--- src/rtl/led_pkg.sv ---
// ---------------------------------------------------------------------------
// led_pkg
// Shared definitions for the LED pattern controller.
//   mode_e : 2-bit runtime mode encoding as presented on the `mode` pins
//            (MODE_BINARY / MODE_CHASE / MODE_BREATHE / MODE_STATIC).
//   dir_e  : travel direction shared by the chase position and the
//            breathe duty ramp.
// ---------------------------------------------------------------------------
package led_pkg;

    typedef enum logic [1:0] {
        MODE_BINARY  = 2'd0,
        MODE_CHASE   = 2'd1,
        MODE_BREATHE = 2'd2,
        MODE_STATIC  = 2'd3
    } mode_e;

    typedef enum logic {
        DIR_UP   = 1'b0,
        DIR_DOWN = 1'b1
    } dir_e;

endpackage : led_pkg

--- src/rtl/tick_gen.sv ---
// ---------------------------------------------------------------------------
// tick_gen
// Free-running prescaler that produces one step strobe every 2^WIDTH
// enabled clocks.
//   clk    : board clock, rising edge
//   rst    : asynchronous active-high reset
//   en     : count enable; low freezes the prescaler
//   strobe : combinational, high for the enabled clock on which the
//            prescaler is all-ones (the clock that wraps it to zero)
// ---------------------------------------------------------------------------
module tick_gen #(
    parameter int unsigned WIDTH = 21
) (
    input  logic clk,
    input  logic rst,
    input  logic en,
    output logic strobe
);

    logic [WIDTH-1:0] presc_q;
    logic [WIDTH-1:0] presc_d;

    always_comb begin
        presc_d = presc_q;
        if (en) begin
            presc_d = presc_q + 1'b1;
        end
    end

    // Strobe on the clock that takes the prescaler from all-ones back to
    // zero, so the first strobe is the 2^WIDTH-th enabled clock.
    assign strobe = en && (presc_q == '1);

    always_ff @(posedge clk or posedge rst) begin
        if (rst) begin
            presc_q <= '0;
        end else begin
            presc_q <= presc_d;
        end
    end

endmodule : tick_gen

--- src/rtl/led_pattern_ctrl.sv ---
// ---------------------------------------------------------------------------
// led_pattern_ctrl
// N-channel LED pattern controller with four runtime modes:
// binary-rate blink, bounce chase, PWM breathe and static pattern.
//   clk     : board clock, all logic on rising edge
//   rst     : asynchronous active-high reset
//   en      : count enable; low freezes prescaler and all pattern state
//   mode    : requested mode (0 BINARY, 1 CHASE, 2 BREATHE, 3 STATIC),
//             adopted only on a step strobe
//   pattern : LED pattern shown in STATIC mode, sampled every clock
//   led     : registered LED drive, 1 = on
//   tick    : registered one-cycle pulse, high in the cycle the LEDs
//             first show a new step
// ---------------------------------------------------------------------------
module led_pattern_ctrl
    import led_pkg::*;
#(
    parameter int unsigned NUM_LEDS   = 8,
    parameter int unsigned PRESCALE_W = 21,
    parameter int unsigned PWM_W      = 4
) (
    input  logic                clk,
    input  logic                rst,
    input  logic                en,
    input  logic [1:0]          mode,
    input  logic [NUM_LEDS-1:0] pattern,
    output logic [NUM_LEDS-1:0] led,
    output logic                tick
);

    localparam int unsigned POS_W = (NUM_LEDS > 2) ? $clog2(NUM_LEDS) : 1;
    localparam logic [POS_W-1:0] LAST_POS = POS_W'(NUM_LEDS - 1);

    logic                strobe;

    mode_e               active_mode_q, active_mode_d;
    logic [NUM_LEDS-1:0] step_q,        step_d;
    logic [POS_W-1:0]    pos_q,         pos_d;
    dir_e                dir_q,         dir_d;
    logic [PWM_W-1:0]    duty_q,        duty_d;
    logic [PWM_W-1:0]    pwm_q,         pwm_d;
    logic [NUM_LEDS-1:0] led_q,         led_d;
    logic                tick_q,        tick_d;

    mode_e               mode_req;

    tick_gen #(
        .WIDTH (PRESCALE_W)
    ) u_tick_gen (
        .clk    (clk),
        .rst    (rst),
        .en     (en),
        .strobe (strobe)
    );

    assign mode_req = mode_e'(mode);

    // Next-state for mode latch and pattern registers.
    always_comb begin
        active_mode_d = active_mode_q;
        step_d        = step_q;
        pos_d         = pos_q;
        dir_d         = dir_q;
        duty_d        = duty_q;

        if (strobe) begin
            if (mode_req != active_mode_q) begin
                // A mode switch re-initialises pattern state instead of stepping.
                active_mode_d = mode_req;
                step_d        = '0;
                pos_d         = '0;
                dir_d         = DIR_UP;
                duty_d        = '0;
            end else begin
                case (active_mode_q)
                    MODE_BINARY: begin
                        step_d = step_q + 1'b1;
                    end
                    MODE_CHASE: begin
                        // Bounce: reverse at either end without repeating it.
                        if (dir_q == DIR_UP) begin
                            if (pos_q == LAST_POS) begin
                                dir_d = DIR_DOWN;
                                pos_d = LAST_POS - 1'b1;
                            end else begin
                                pos_d = pos_q + 1'b1;
                            end
                        end else begin
                            if (pos_q == '0) begin
                                dir_d = DIR_UP;
                                pos_d = POS_W'(1);
                            end else begin
                                pos_d = pos_q - 1'b1;
                            end
                        end
                    end
                    MODE_BREATHE: begin
                        // Triangle ramp between 0 and full scale, no end repeats.
                        if (dir_q == DIR_UP) begin
                            if (duty_q == '1) begin
                                dir_d  = DIR_DOWN;
                                duty_d = duty_q - 1'b1;
                            end else begin
                                duty_d = duty_q + 1'b1;
                            end
                        end else begin
                            if (duty_q == '0) begin
                                dir_d  = DIR_UP;
                                duty_d = PWM_W'(1);
                            end else begin
                                duty_d = duty_q - 1'b1;
                            end
                        end
                    end
                    default: begin
                        // MODE_STATIC carries no stepping state.
                    end
                endcase
            end
        end
    end

    // PWM counter free-runs regardless of en.
    always_comb begin
        pwm_d  = pwm_q + 1'b1;
        tick_d = strobe;
    end

    // Output mux works from the next-state values so that led and tick
    // change together on the clock after the strobe edge.
    always_comb begin
        led_d = '0;
        case (active_mode_d)
            MODE_BINARY: begin
                // led[0] is the slowest channel (MSB of step).
                for (int unsigned i = 0; i < NUM_LEDS; i++) begin
                    led_d[i] = step_d[NUM_LEDS-1-i];
                end
            end
            MODE_CHASE: begin
                led_d = NUM_LEDS'(1) << pos_d;
            end
            MODE_BREATHE: begin
                led_d = {NUM_LEDS{pwm_d < duty_d}};
            end
            default: begin
                led_d = pattern;
            end
        endcase
    end

    always_ff @(posedge clk or posedge rst) begin
        if (rst) begin
            active_mode_q <= MODE_BINARY;
            step_q        <= '0;
            pos_q         <= '0;
            dir_q         <= DIR_UP;
            duty_q        <= '0;
            pwm_q         <= '0;
            led_q         <= '0;
            tick_q        <= 1'b0;
        end else begin
            active_mode_q <= active_mode_d;
            step_q        <= step_d;
            pos_q         <= pos_d;
            dir_q         <= dir_d;
            duty_q        <= duty_d;
            pwm_q         <= pwm_d;
            led_q         <= led_d;
            tick_q        <= tick_d;
        end
    end

    assign led  = led_q;
    assign tick = tick_q;

endmodule : led_pattern_ctrl

--- config.mk ---
export PLATFORM = sky130hd
export DESIGN_NAME = led_pattern_ctrl
export DESIGN_NICKNAME = d
export VERILOG_FILES = /design/src/rtl/led_pkg.sv /design/src/rtl/tick_gen.sv /design/src/rtl/led_pattern_ctrl.sv
export SDC_FILE = /design/constraint.sdc
export NUM_CORES = 1
export LEC_CHECK = 0
export CORE_MARGIN = 5
export CORE_UTILIZATION = 35
export DETAILED_ROUTE_END_ITERATION = 6
export PLACE_DENSITY = 0.56
export SYNTH_ARGS = -nofsm -noshare
export SYNTH_HDL_FRONTEND = slang
export SYNTH_SLANG_ARGS = --single-unit
--- constraint.sdc ---
create_clock -name clk -period 2.85 [get_ports clk]
set_clock_uncertainty 0.05 [all_clocks]
set_input_delay 0.7125 -clock clk [delete_from_list [all_inputs] [get_ports clk]]
set_output_delay 0.7125 -clock clk [all_outputs]
set_load 0.02 [all_outputs]
**Yosys cells after proc, flatten, opt, wreduce, memory -nomap -nowiden**

Cells that the tools add are included.

- $add $sub $neg: 7
- Magnitude comparators: 1
- Equal/unequal tests: 8
- Shift-type cells: 1
- Mux-type cells: 26
- Reduce and logical (&&, ||, !) cells: 7

Operators with widths:

| kind | count |
|---|---|
| $mux 4 | 6 |
| $mux 8 | 3 |
| $pmux 8 s3 | 1 |
| $add 21x1->21 const B | 1 |
| $eq 21x21->1 const B | 1 |
| $mux 3 | 6 |
| $add 4x1->4 const B | 2 |
| $add 8x1->8 const B | 1 |
| $shl 1x3->8 const A | 1 |
| $mux 1 | 7 |
| $eq 2x1->1 const B | 2 |
| $eq 2x2->1 const B | 2 |
| $eq 4x4->1 const B | 1 |
| $logic_not 2->1 | 2 |
| $logic_not 4->1 | 1 |
| $lt 4x4->1 | 1 |
| $mux 2 | 2 |
| $sub 4x1->4 const B | 1 |
| $add 3x1->3 const B | 1 |
| $eq 3x3->1 const B | 1 |
| $logic_not 3->1 | 1 |
| $reduce_bool 3->1 | 1 |
| $sub 3x1->3 const B | 1 |
| $ne 2x2->1 | 1 |
| 3 further kinds | 3 |

- Bits in registers: 52
- Bits of input ports: 13
- Output and inout bits: 9
- Word-level logic and storage cells: 59

**Depth between registers and ports, before layout**

- Word-level depth: 8
- Mapped depth: 13
- Mapped depth without buffers: 12

**Hierarchy**

From an unflattened synthesis, not the netlist that was laid out.

- Cells, all modules: 299
- Area, all modules: 2959.1 µm²

By module, submodules not included:

| module | instances | cells each | area each (µm²) | seq. area each (µm²) |
|---|---|---|---|---|
| led_pattern_ctrl | 1 | 211 | 2005.7 | 775.7 |
| tick_gen | 1 | 88 | 953.4 | 525.5 |

**Worst setup path after synthesis**

No wires, ideal clock.

- Path type: in2reg
- Start: in en
- End: reg led_q[7], in the netlist led[7]
- Library setup time: 0.094 ns
- Arrival time: 2.986 ns
- Data required time: 2.706 ns
- Path slack: -0.280 ns
- Cell stages on the path: 12
- Buffers on the path: 2
- Cell sequence: nand4_4 -> nor4_2 -> buf_2 -> nand2_1 -> buf_2 -> o21ai_0 -> o21a_1 -> ha_1 -> o211a_1 -> o41a_1 -> or3_1 -> a211oi_1

- Longest elaborated chain between the ends: 4
- Elaborated cells on any way between the ends: 11
- Those cells by class: order compare: 1; eq/ne: 2; shift: 1; mux: 5; reduce/logical: 2

Ends and longest elaborated chain:

| element | RTL line | RTL |
|---|---|---|
| start, declared | led_pattern_ctrl.sv:24 | `input logic en,` |
| $logic_and 1x1->1 * | tick_gen.sv:32 | `assign strobe = en && (presc_q == '1);` |
| $mux 4, or another cell as far along | led_pattern_ctrl.sv:66 | `if (strobe) begin` |
| $lt 4x4->1, or another cell as far along | led_pattern_ctrl.sv:144 | `led_d = {NUM_LEDS{pwm_d < duty_d}};` |
| $pmux 8 s3 * | led_pattern_ctrl.sv:133 | `case (active_mode_d)` |
| named net led_d[7] | led_pattern_ctrl.sv:42 | `logic [NUM_LEDS-1:0] led_q, led_d;` |
| end signal, assigned | led_pattern_ctrl.sv:169 | `led_q <= led_d;` |
| end, declared | led_pattern_ctrl.sv:42 |  |

The timed path passes the listed nets; every way through them passes the cells marked *.
A chain may end at the register's enable or synchronous reset.

**Worst setup path in the final report**

- Start: reg u_tick_gen.presc_q[12]
- End: reg led_q[7], in the netlist led[7]

- Longest elaborated chain between the ends: 5
- Elaborated cells on any way between the ends: 12
- Those cells by class: order compare: 1; eq/ne: 3; shift: 1; mux: 5; reduce/logical: 2

Ends and longest elaborated chain:

| element | RTL line | RTL |
|---|---|---|
| start, declared | tick_gen.sv:20 | `logic [WIDTH-1:0] presc_q;` |
| start signal, assigned | tick_gen.sv:38 | `presc_q <= presc_d;` |
| $eq 21x21->1 * | tick_gen.sv:32 |  |
| $logic_and 1x1->1 * | tick_gen.sv:32 |  |
| $mux 4, or another cell as far along | led_pattern_ctrl.sv:66 |  |
| $lt 4x4->1, or another cell as far along | led_pattern_ctrl.sv:144 |  |
| $pmux 8 s3 * | led_pattern_ctrl.sv:133 |  |
| named net led_d[7] | led_pattern_ctrl.sv:42 |  |

Marked as above.

==> flow_summary.ini <==
[status]
status = finished clean

[setup_path]
regToRegEndpoint = led[7]
cp_max_fo = 5
endpoint_kind = flop
rr_worst_depth = 11
startpoint_type = flop
worstSetupStartpoint = u_tick_gen.presc_q[12]
rrSetupSlack_ns = 0.10
worstReg2RegStart = u_tick_gen.presc_q[12]
critPathRequiredTime_ns = 3.03
path_class = reg -> reg
worstPathArrival_ns = 2.93

[worst_hold_path]
hp-start = u_tick_gen.presc_q[19]
min_path_cells = 1
worstHoldPathType = reg -> reg
hold_end = u_tick_gen.presc_q[19]

[finish]
fillers = 811
fin_util_pct = 45.9
final_cell_area_um2 = 4000
nNetsFinal = 421
layout-drive-gt1-share_pct = 25.1
antenna_cells = 0
area_growth_pct = 27.4

[timing]
tns_ns = 0
tightestPinTransition_ns = 0.525
post-route-min-period_ns = 2.75
period_share_pct = 96.5
final-hold-violation-count = 0
setup_violations = 0
fin_ws_ns = 0.101
drv_slew = 0
max_freq_mhz = 364
relSlewSlack_pct = 64.5
rsz0062_at_grt = true
fin_hold_ws_ns = 0.420

[global_routing]
grt_pass1_vias = 2682
grt_pass1_wl_um = 13400
grt_usage_pct = 14.6
grt_antenna_before_repair = 0
overflow = 0
grt_max_degree = 36

[floorplanning]
initial_core_util_pct = 36.0
io_pins = 22
num_rows = 34
core_area_um2 = 8720
die_x_um = 105
die_area_um2 = 11000
die_y_um = 105

[detailed_routing]
vias = 2644
firstDrtPassIters = 4
drt-total-wl_um = 7750
ant_nets = 0
viasPerCell = 5.23
drtIter0Drc = 88
wire_per_inst_um = 15.3
drc = 0

[clocking]
cts.sinks = 52
cts_tree = yes
clk_pin_slew_worst_paths_ns = 0.10
numCtsBuffers = 5
postCtsHoldBufs = 0
h-tree-depth = 2
clock_latency_ns = 0.31
ctsLongestPathBuffers = 2
cts_root_buf = clkbuf_8

[yosys]
syn_area_um2 = 3140
syn_avg_cell_area_um2 = 9.60
synthTopCellsByCount = 52 x dfrtp_1, 31 x nand2_1, 20 x nor2_1
synth_area_leader_cell = dfrtp_1
synth_cell_types = 67
synth-seq-area-share_pct = 41.4
synth_edf_count = 0
syn_inst = 327
synth_most_common_cell = dfrtp_1
synth_warnings = 0
ys_ff_latch = 52
synthArstFlopShare_pct = 100
synth_area_leaders = dfrtp_1 41%, ha_1 4.4%, xnor2_1 4.2%, nand2_1 3.7%, nand3_1 2.9%
yosys.area.top_type_share_pct = 41.4
synth-main-ff-cell = dfrtp_1
synth_nets = 351

[power]
power.density_nw_per_um2 = 376
ir_drop_mv = 0.291
p_leak_nw = 1.86

[place]
portBuffers = 21
place_congestion = 0.812
pre_cts_slack_ns = -0.561
dpl-instance-area_um2 = 3840
place_hpwl_um = 5990

[run]
drv_cap = 0
[kinds of logic after synthesis]
kind of cell	synth area share (%)
buf+inv	5.26
mux	1.71
compound gates	17.6
fa+ha+maj	4.38
flops	41.4
xor+xnor	6.69
simple gates	22.9
[worst max-delay path by stage]
stage                        end  slack, ns  cells after the start
after floorplan           led[7]      -0.03                     12
after global placement    led[7]      -0.52                     12
after detailed placement  led[7]      -0.56                     12
after CTS                 led[7]       0.04                     12
after global routing      led[0]      -0.05                     10
final                     led[7]       0.10                     11
[sequential cells by signal (all words and copies together), names as in the netlist]
name                flops
pos_q                   3
step_q                  8
duty_q                  4
u_tick_gen.presc_q     21
active_mode_q           2
led                     8
dir_q                   1
tick                    1
pwm_q                   4
[final cells by class]
cell class | instances | area [µm²] | area share (%)
clock buffers | 6 | 82.6 | 2.06
well taps | 108 | 135 | 3.38
repair buffers | 79 | 656 | 16.4
clock inverters | 2 | 13.8 | 0.344
inverters | 19 | 71.3 | 1.78
flip-flops and latches | 52 | 1300 | 32.5
multi-input cells | 240 | 1740 | 43.5
[metrics by stage]
step | std cells | total power [mW]
after floorplan | 327 | 0.978
after CTS | 504 | 1.50
after global placement | 495 | 1.04
after detailed placement | 495 | 1.04
after global routing | 506 | 1.59
final | 506 | 1.51
[critical path, stage by stage (launching register included)]
cell and delay (ns):
dfrtp_1 0.42, nand4_4 0.17, buf_4 0.18, nor4_4 0.29, nand2_4 0.12, o21ai_1 0.15, o21a_1 0.16, ha_1 0.23
o211a_1 0.20, o41a_1 0.14, or3_1 0.34, a211oi_2 0.21
[layer usage]
layer / GRT usage (%) / wire length (µm) / vias to the layer above
met3: 1.97 / 258 / 4
met5: 0 / 0 / -
met2: 23.3 / 3700 / 48
met1: 21.1 / 3740 / 1271
met4: 3.29 / 50 / 0
li1: - / - / 1321
[power breakdown]
group | switching [mW] | leakage, nW | internal (mW)
registers | 0.0559 | 0.697 | 0.790
logic | 0.0945 | 1.11 | 0.106
clock network | 0.259 | 0.0516 | 0.199
[repair_timing]
action                     in CTS  in global routing
buffers inserted                1                  2
gates resized for setup         5                 11
setup endpoints to repair       8                  8
pin swaps                       0                  1
[layout by cell type, fill, tap and decap left out, types with 4 or more instances in the layout]
master / n
dfrtp_1: 52
inv_2: 4
and3_1: 4
o32a_1: 4
and2_1: 4
clkdlybuf4s50_1: 18
clkbuf_8: 6
o21ai_0: 13
xnor2_1: 15
a31oi_1: 9
nand3_1: 17
xor2_1: 9
nor3_1: 4
nor2_1: 20
nand4_1: 5
nand2_1: 29
ha_1: 9
a21oi_1: 9
a211oi_1: 6
nand2b_1: 4
buf_4: 57
inv_1: 15
or3_1: 6
Power figures use the tool's default switching activity.
